**src/rtl/image_sram_ctrl.sv**
```systemverilog
// Image-row SRAM controller: loads one row of pixels from an input stream into the
// SRAM, then reads it back in address order onto an output stream.
module image_sram_ctrl #(
   parameter int unsigned ROW_LEN = 16,
   parameter int unsigned ADDR_W  = 4
) (
   input  logic              Clk,
   input  logic              Rst,
   input  logic              start,
   input  logic [7:0]        in_data,
   input  logic              in_valid,
   output logic              in_ready,
   output logic [7:0]        out_data,
   output logic              out_valid,
   input  logic              out_ready,
   output logic              busy,
   output logic              done,
   output logic              sram_CS,
   output logic              sram_WE,
   output logic              sram_RD,
   output logic              sram_pixels,
   output logic [ADDR_W-1:0] sram_addr,
   output logic [7:0]        sram_dataIn,
   input  logic [7:0]        sram_dataOut
);

   // One extra counter bit so ROW_LEN may equal 2^ADDR_W.
   localparam int unsigned CNT_W = ADDR_W + 1;
   localparam logic [CNT_W-1:0] LAST = CNT_W'(ROW_LEN - 1);

   typedef enum logic [2:0] {
      StIdle,
      StLoad,
      StRdCmd,
      StRdWait,
      StRdData,
      StPresent
   } state_e;

   state_e            state_q, state_d;
   logic [CNT_W-1:0]  wr_ptr_q, wr_ptr_d;
   logic [CNT_W-1:0]  rd_ptr_q, rd_ptr_d;
   logic              cs_q, cs_d;
   logic              we_q, we_d;
   logic              rd_q, rd_d;
   logic [ADDR_W-1:0] addr_q, addr_d;
   logic [7:0]        din_q, din_d;
   logic [7:0]        dout_q, dout_d;
   logic              ovalid_q, ovalid_d;
   logic              done_q, done_d;
   logic              accept;

   assign in_ready    = (state_q == StLoad);
   assign accept      = in_valid & in_ready;
   assign busy        = (state_q != StIdle);
   assign done        = done_q;
   assign out_data    = dout_q;
   assign out_valid   = ovalid_q;
   assign sram_CS     = cs_q;
   assign sram_WE     = we_q;
   assign sram_RD     = rd_q;
   assign sram_addr   = addr_q;
   assign sram_dataIn = din_q;
   assign sram_pixels = 1'b0;

   always_comb begin
      state_d  = state_q;
      wr_ptr_d = wr_ptr_q;
      rd_ptr_d = rd_ptr_q;
      // Strobes are single-cycle unless reloaded by the current state.
      cs_d     = 1'b0;
      we_d     = 1'b0;
      rd_d     = 1'b0;
      addr_d   = addr_q;
      din_d    = din_q;
      dout_d   = dout_q;
      ovalid_d = ovalid_q;
      done_d   = 1'b0;

      case (state_q)
         StIdle: begin
            if (start) begin
               wr_ptr_d = '0;
               state_d  = StLoad;
            end
         end
         StLoad: begin
            if (accept) begin
               cs_d     = 1'b1;
               we_d     = 1'b1;
               addr_d   = wr_ptr_q[ADDR_W-1:0];
               din_d    = in_data;
               wr_ptr_d = wr_ptr_q + 1'b1;
               if (wr_ptr_q == LAST) begin
                  rd_ptr_d = '0;
                  state_d  = StRdCmd;
               end
            end
         end
         StRdCmd: begin
            cs_d    = 1'b1;
            rd_d    = 1'b1;
            addr_d  = rd_ptr_q[ADDR_W-1:0];
            state_d = StRdWait;
         end
         StRdWait: begin
            state_d = StRdData;
         end
         StRdData: begin
            // CS is low here, so the SRAM holds the word it just read.
            dout_d   = sram_dataOut;
            ovalid_d = 1'b1;
            state_d  = StPresent;
         end
         StPresent: begin
            if (out_ready) begin
               ovalid_d = 1'b0;
               if (rd_ptr_q == LAST) begin
                  done_d  = 1'b1;
                  state_d = StIdle;
               end else begin
                  rd_ptr_d = rd_ptr_q + 1'b1;
                  state_d  = StRdCmd;
               end
            end
         end
         default: state_d = StIdle;
      endcase
   end

   always_ff @(posedge Clk or posedge Rst) begin
      if (Rst) begin
         state_q  <= StIdle;
         wr_ptr_q <= '0;
         rd_ptr_q <= '0;
         cs_q     <= 1'b0;
         we_q     <= 1'b0;
         rd_q     <= 1'b0;
         addr_q   <= '0;
         din_q    <= '0;
         dout_q   <= '0;
         ovalid_q <= 1'b0;
         done_q   <= 1'b0;
      end else begin
         state_q  <= state_d;
         wr_ptr_q <= wr_ptr_d;
         rd_ptr_q <= rd_ptr_d;
         cs_q     <= cs_d;
         we_q     <= we_d;
         rd_q     <= rd_d;
         addr_q   <= addr_d;
         din_q    <= din_d;
         dout_q   <= dout_d;
         ovalid_q <= ovalid_d;
         done_q   <= done_d;
      end
   end

endmodule

```
**config.mk**
```make
export PLATFORM = sky130hd
export DESIGN_NAME = image_sram_ctrl
export DESIGN_NICKNAME = d
export VERILOG_FILES = /design/src/rtl/image_sram_ctrl.sv
export SDC_FILE = /design/constraint.sdc
export NUM_CORES = 1
export LEC_CHECK = 0
export ABC_AREA = 1
export BUFFER_PORTS_ARGS = -buffer_cell sky130_fd_sc_hd__buf_2
export CORE_MARGIN = 1
export CORE_UTILIZATION = 45
export DETAILED_ROUTE_END_ITERATION = 10
export GPL_ROUTABILITY_DRIVEN = 0
export PLACE_DENSITY = 0.77
export SLEW_MARGIN = 15
export SYNTH_ARGS = -nofsm -noshare
export SYNTH_HDL_FRONTEND = slang
export SYNTH_SLANG_ARGS = --single-unit
```
**constraint.sdc**
```tcl
create_clock -name Clk -period 2.2 [get_ports Clk]
set_input_delay 0.44 -clock Clk [delete_from_list [all_inputs] [get_ports Clk]]
set_output_delay 0.44 -clock Clk [all_outputs]
set_load 0.005 [all_outputs]
```
## After elaboration in Yosys (flattened, before gate mapping)

Cells that the tools add are included.

- Register bits: 38
- Word-level logic and storage cells: 63

- Add/sub/neg operators: 2
- Eq/ne operators: 12
- Mux-type cells: 25
- Bitwise gates (word level): 1
- Reductions and logical operators: 12

Operators with widths:

| kind | count |
|---|---|
| two-way mux 5 bit | 6 |
| case mux 5 bit (2 select lines) | 2 |
| case mux 3 bit (6 select lines) | 1 |
| two-way mux 3 bit | 4 |
| adder 5 x 1 -> 5 bit (second input constant) | 2 |
| == test 5 x 4 -> 1 bit (second input constant) | 2 |
| case mux 4 bit (2 select lines) | 1 |
| nonzero test 2 bit | 4 |
| two-way mux 1 bit | 7 |
| == test 3 x 2 -> 1 bit (second input constant) | 2 |
| == test 3 bit (second input constant) | 2 |
| != test 2 bit (second input constant) | 3 |
| AND reduction 2 bit | 3 |
| AND reduction 5 bit | 1 |
| two-way mux 4 bit | 1 |
| != test 2 x 1 -> 1 bit (second input constant) | 2 |
| case mux 1 bit (2 select lines) | 2 |
| AND reduction 4 bit | 1 |
| == test 3 x 1 -> 1 bit (second input constant) | 1 |
| zero test 3 bit | 1 |
| AND reduction 3 bit | 1 |
| nonzero test 3 bit | 1 |
| two-way mux 2 bit | 1 |
| bitwise AND 1 bit | 1 |

## Logic depth before layout (Yosys ltp)

- Depth after elaboration: 4
- Mapped depth: 10
- Gate-level depth less buffers: 10

## Least setup slack after synthesis

Ideal clock, no wire load.

- Path type: reg-to-reg
- Start: register rd_ptr_q[0]
- End: register rd_ptr_q[0]
- Setup time: 0.065 ns
- Arrival time: 1.411 ns
- Required time: 2.135 ns
- Path slack: 0.724 ns
- Cell stages (with the launch flop): 10
- Buffers on the path: 0
- Period minus slack after synthesis: 1.476 ns
- Cells stage by stage: dfrtp_1 > ha_1 > nand2_1 > nor2_1 > ha_1 > a21oi_1 > nand2_1 > nor2_1 > nand2_1 > nand2_1

- Cells in the longest elaborated chain, start to end: 4
- Elaborated cells between the ends (all ways): 7
- Classes of those cells: 1 x add/sub; 2 x eq/ne; 3 x mux; 1 x reduce/logical

RTL lines:

| what | RTL line | RTL |
|---|---|---|
| start: declaration | 42 | `logic [CNT_W-1:0] rd_ptr_q, rd_ptr_d;` |
| start signal: assignment | 147 | `rd_ptr_q <= rd_ptr_d;` |
| adder 5 x 1 -> 5 bit | 122 | `rd_ptr_d = rd_ptr_q + 1'b1;` |
| two-way mux 5 bit | 118 | `if (rd_ptr_q == LAST) begin` |
| two-way mux 5 bit | 116 | `if (out_ready) begin` |
| case mux 5 bit (2 select lines) | 80 | `case (state_q)` |

Several ways; a longest one is shown, not always the timed one. The select of a mux whose other input is x is not followed.
A chain may end at the register's enable or synchronous reset.

## Worst setup path in the final report

- Start: register state_q[0]
- End: output busy

- Cells in the longest elaborated chain, start to end: 1

RTL lines:

| what | RTL line | RTL |
|---|---|---|
| start: declaration | 40 | `state_e state_q, state_d;` |
| start signal: assignment | 133 | `state_q <= StIdle;` |
| start signal: assignment | 145 | `state_q <= state_d;` |
| nonzero test 3 bit | 55 | `assign busy = (state_q != StIdle);` |
| end: declaration | 16 | `output logic busy,` |

No other way between the ends.

==> metrics.md <==
| Metric | Value |
|---|---|
| Switching Share | 38.6% |
| Vias in the first global route | 1,333 |
| Placed wire-length estimate | 2.50 mm |
| First DRT Iteration DRCs | 32 |
| Int Pwr | 1.64 mW |
| Total power | 2.66 mW |
| Fmax | 0.544 GHz |
| Cell Pwr Density | 1230 nW/um2 |
| Hold Vio Cnt, Final | 0 |
| First-pass GRT wire length | 5.79 mm |
| Overall Global Routing Usage | 18.1% |
| Via density per instance | 4.84 |
| Post-synth design cell area | 1830 um2 |
| Gr busiest metal | met2 |
| CTS Buf Count | 5 |
| M1 GR Usage | 21.2% |
| Starting Density | 48.4% |
| CP Capture Type | primary output |
| Initial antenna violation count | 0 |
| Die Width | 65.7 um |
| Crit path buffers/inverters | 2 |
| Clock power share | 18.1% |
| Routed WL | 3.43 mm |
| Final-report max-slew violation count | 0 |
| Flop pwr share | 42.6% |
| Combinational power share | 39.2% |
| Syn nets | 228 |
| Post-CTS setup buffers | 0 |
| Die area | 4320 um2 |
| Setup CP Type | reg2out |
| Slew HR | 62.0% |
| Max IR drop VDD | 770 uV |
| Final setup viols | 0 |
| CP Max Fanout | 10 |
| Drt wl/cell | 11.4 um |
| Worst EP arrival | 1.40 ns |
| Gr ovfl total | 0 |
| CTS tree | built |
| Unrepaired setup endpoints after global routing | no |
| Tmin final | 1.84 ns |
| Post-cts resize count | 0 |
| # rows | 22 |
| DRT antenna net count | 0 |
| Synth cell types | 26 |
| ANT cells | 0 |
| Number of port buffers | 47 |
| H-tree depth | 2 |
| Setup tns final | 0 ns |
| Clock sinks | 38 |
| Launching point of the worst reg2reg path | rd_ptr_q[0]$_DFFE_PP0P_ |
| Via Count | 1,461 |
| M3 GR Usage | 5.38% |
| Synthesized flop and latch total | 38 |
| Syn avg cell area | 8.99 um2 |
| R2R cell count | 9 |
| Startpoint types | flip-flop |
| Worst r2r dst | rd_ptr_q[4]$_DFFE_PP0P_ |
| Synth warn | 0 |
| CP cell instances | inv_1 -> nand2_1 -> buf_2 |
| DR DRC count | 0 |
| Final WS setup | 0.361 ns |
| CTS clk-pin slew, worst paths | 0.07 ns |
| Period utilization | 83.6% |
| CP peak stage delay | 0.65 ns |
| Layout cell share with drive strength beyond 1 | 29.9% |
| Root buf cell | clkbuf_8 |
| Seq/Total Area, Yosys | 52.1% |
| Pre-CTS WS | 0.531 ns |
| Max Root-Sink Buffers | 2 |
| Status | completed |
| Grt met2 use | 31.1% |
| Clk_lat worst skew | 0.29 ns |
| First-pass DRT Iterations | 4 |
| Final Util | 57.6% |
| Net Sw Power | 1.03 mW |
| Area added between synthesis and finish | 18.9% |
| P_leak | 1.18 nW |
| IO Pins | 49 |
| Worst Clk Skew | 0.00783 ns |
| WP data required | 1.76 ns |
| Gate Count Post-Synth | 203 |
| CORE AREA | 3770 um2 |
| Max cap viols | 0 |
| Crit-path slowest cell | dfrtp_1 |
| Worst Hold Class | in2async |
| Layout Nets | 278 |
| Worst-margin pin slew | 0.570 ns |
| Top Family by Delay on Critical Path | flip-flops |
| Largest net degree at the start of global routing | 39 |
| Die height | 65.7 um |
| CTS Hold Bufs | 0 |
| Flop2flop setup slack | 0.52 ns |
## registers in the layout, summed over array words and instances (netlist names), 3 cells and up
name         flops
sram_addr        4
wr_ptr_q         5
out_data         8
rd_ptr_q         5
sram_dataIn      8
state_q          3
## how the worst max path moves through the flow
stage | depth (start not counted) | from | endpoint
global placement | 9 | rd_ptr_q[0]$_DFFE_PP0P_ | rd_ptr_q[1]$_DFFE_PP0P_
CTS | 3 | state_q[0]$_DFFE_PP0P_ | busy
finish | 3 | state_q[0]$_DFFE_PP0P_ | busy
global route | 3 | state_q[0]$_DFFE_PP0P_ | busy
floorplan | 9 | rd_ptr_q[0]$_DFFE_PP0P_ | rd_ptr_q[0]$_DFFE_PP0P_
detailed placement | 9 | rd_ptr_q[0]$_DFFE_PP0P_ | rd_ptr_q[4]$_DFFE_PP0P_
## worst reg2reg max path, delay by kind of cell (launching register included)
| kind | cells | cell delay [ns] |
|---|---|---|
| compound gates | 1 | 0.15 |
| fa+ha+maj | 2 | 0.42 |
| flops | 1 | 0.42 |
| simple gates | 6 | 0.63 |
## kinds of logic after synthesis
logic type / Yosys count / synth area share [%]
buf+inv: 23 / 6.51
mux: 8 / 4.94
flops: 38 / 52.1
simple gates: 119 / 30.5
other cells: 1 / 0.205
compound gates: 10 / 3.02
fa+ha+maj: 4 / 2.74
## through the flow
step	hold slack (ns)	instance area, um2	instances
floorplan	0.442	1830	203
global placement	0.456	2080	294
detailed placement	0.463	2080	294
CTS	0.261	2170	302
global route	0.288	2170	302
finish	0.242	2170	302
## placed cells by master, fill, tap and decap left out
cell,count
a21oi_1,2
buf_2,47
buf_4,1
clkbuf_1,1
clkbuf_8,6
clkinv_2,1
conb_1,1
dfrtp_1,38
ha_1,4
inv_1,14
inv_2,3
inv_4,1
mux2_2,8
nand2_1,66
nand2_4,2
nand3_1,18
nand3_2,1
nand3_4,1
nand3b_1,1
nand4_1,1
nor2_1,20
nor2_2,2
nor2_4,2
nor2_8,1
nor3_1,2
nor3b_1,2
o211ai_1,1
o21ai_0,6
o21bai_1,1
## metal layers
metal  share of wire, %  vias up
met5                  0        -
met4                1.4        0
met3                5.5        5
met2                 49       36
met1                 44      674
li1                   -      746
## cell usage after synthesis
library cell | number | area share [%]
nand3_2 | 1 | 0.55
nand4_1 | 1 | 0.34
ha_1 | 4 | 2.7
nor2_1 | 20 | 4.1
nand2_1 | 66 | 14
nor3_1 | 2 | 0.55
buf_4 | 2 | 0.82
nand3_1 | 18 | 4.9
mux2_2 | 8 | 4.9
nand3b_1 | 1 | 0.41
buf_6 | 3 | 1.9
o211ai_1 | 1 | 0.41
nor2_2 | 2 | 0.69
inv_1 | 14 | 2.9
inv_4 | 1 | 0.34
nand2_4 | 2 | 1.2
nor2_8 | 1 | 1.1
nor3b_1 | 2 | 0.82
nand3_4 | 1 | 0.96
inv_2 | 3 | 0.62
a21oi_1 | 2 | 0.55
o21bai_1 | 1 | 0.41
conb_1 | 1 | 0.21
dfrtp_1 | 38 | 52
nor2_4 | 2 | 1.2
o21ai_0 | 6 | 1.6
## cell type report
type                    count  area [um2]
flip-flops and latches     38         951
inverters                  18        70.1
repair buffers             48         243
multi-input cells         142         756
fillers                   340        1600
clock inverters             1        5.00
clock buffers               7        86.3
well taps                  48        60.1
## power groups by stage
stage          sequential [mW]  combinational [mW]  clock [mW]
6_report                  1.14                1.05       0.483
5_1_grt                   1.17                1.19       0.528
4_1_cts                   1.13                1.06       0.497
3_5_place_dp              1.15                1.05           0
3_3_place_gp              1.14                1.03           0
2_1_floorplan             1.09               0.788           0
Note: power is estimated with default switching activity, not from simulation.
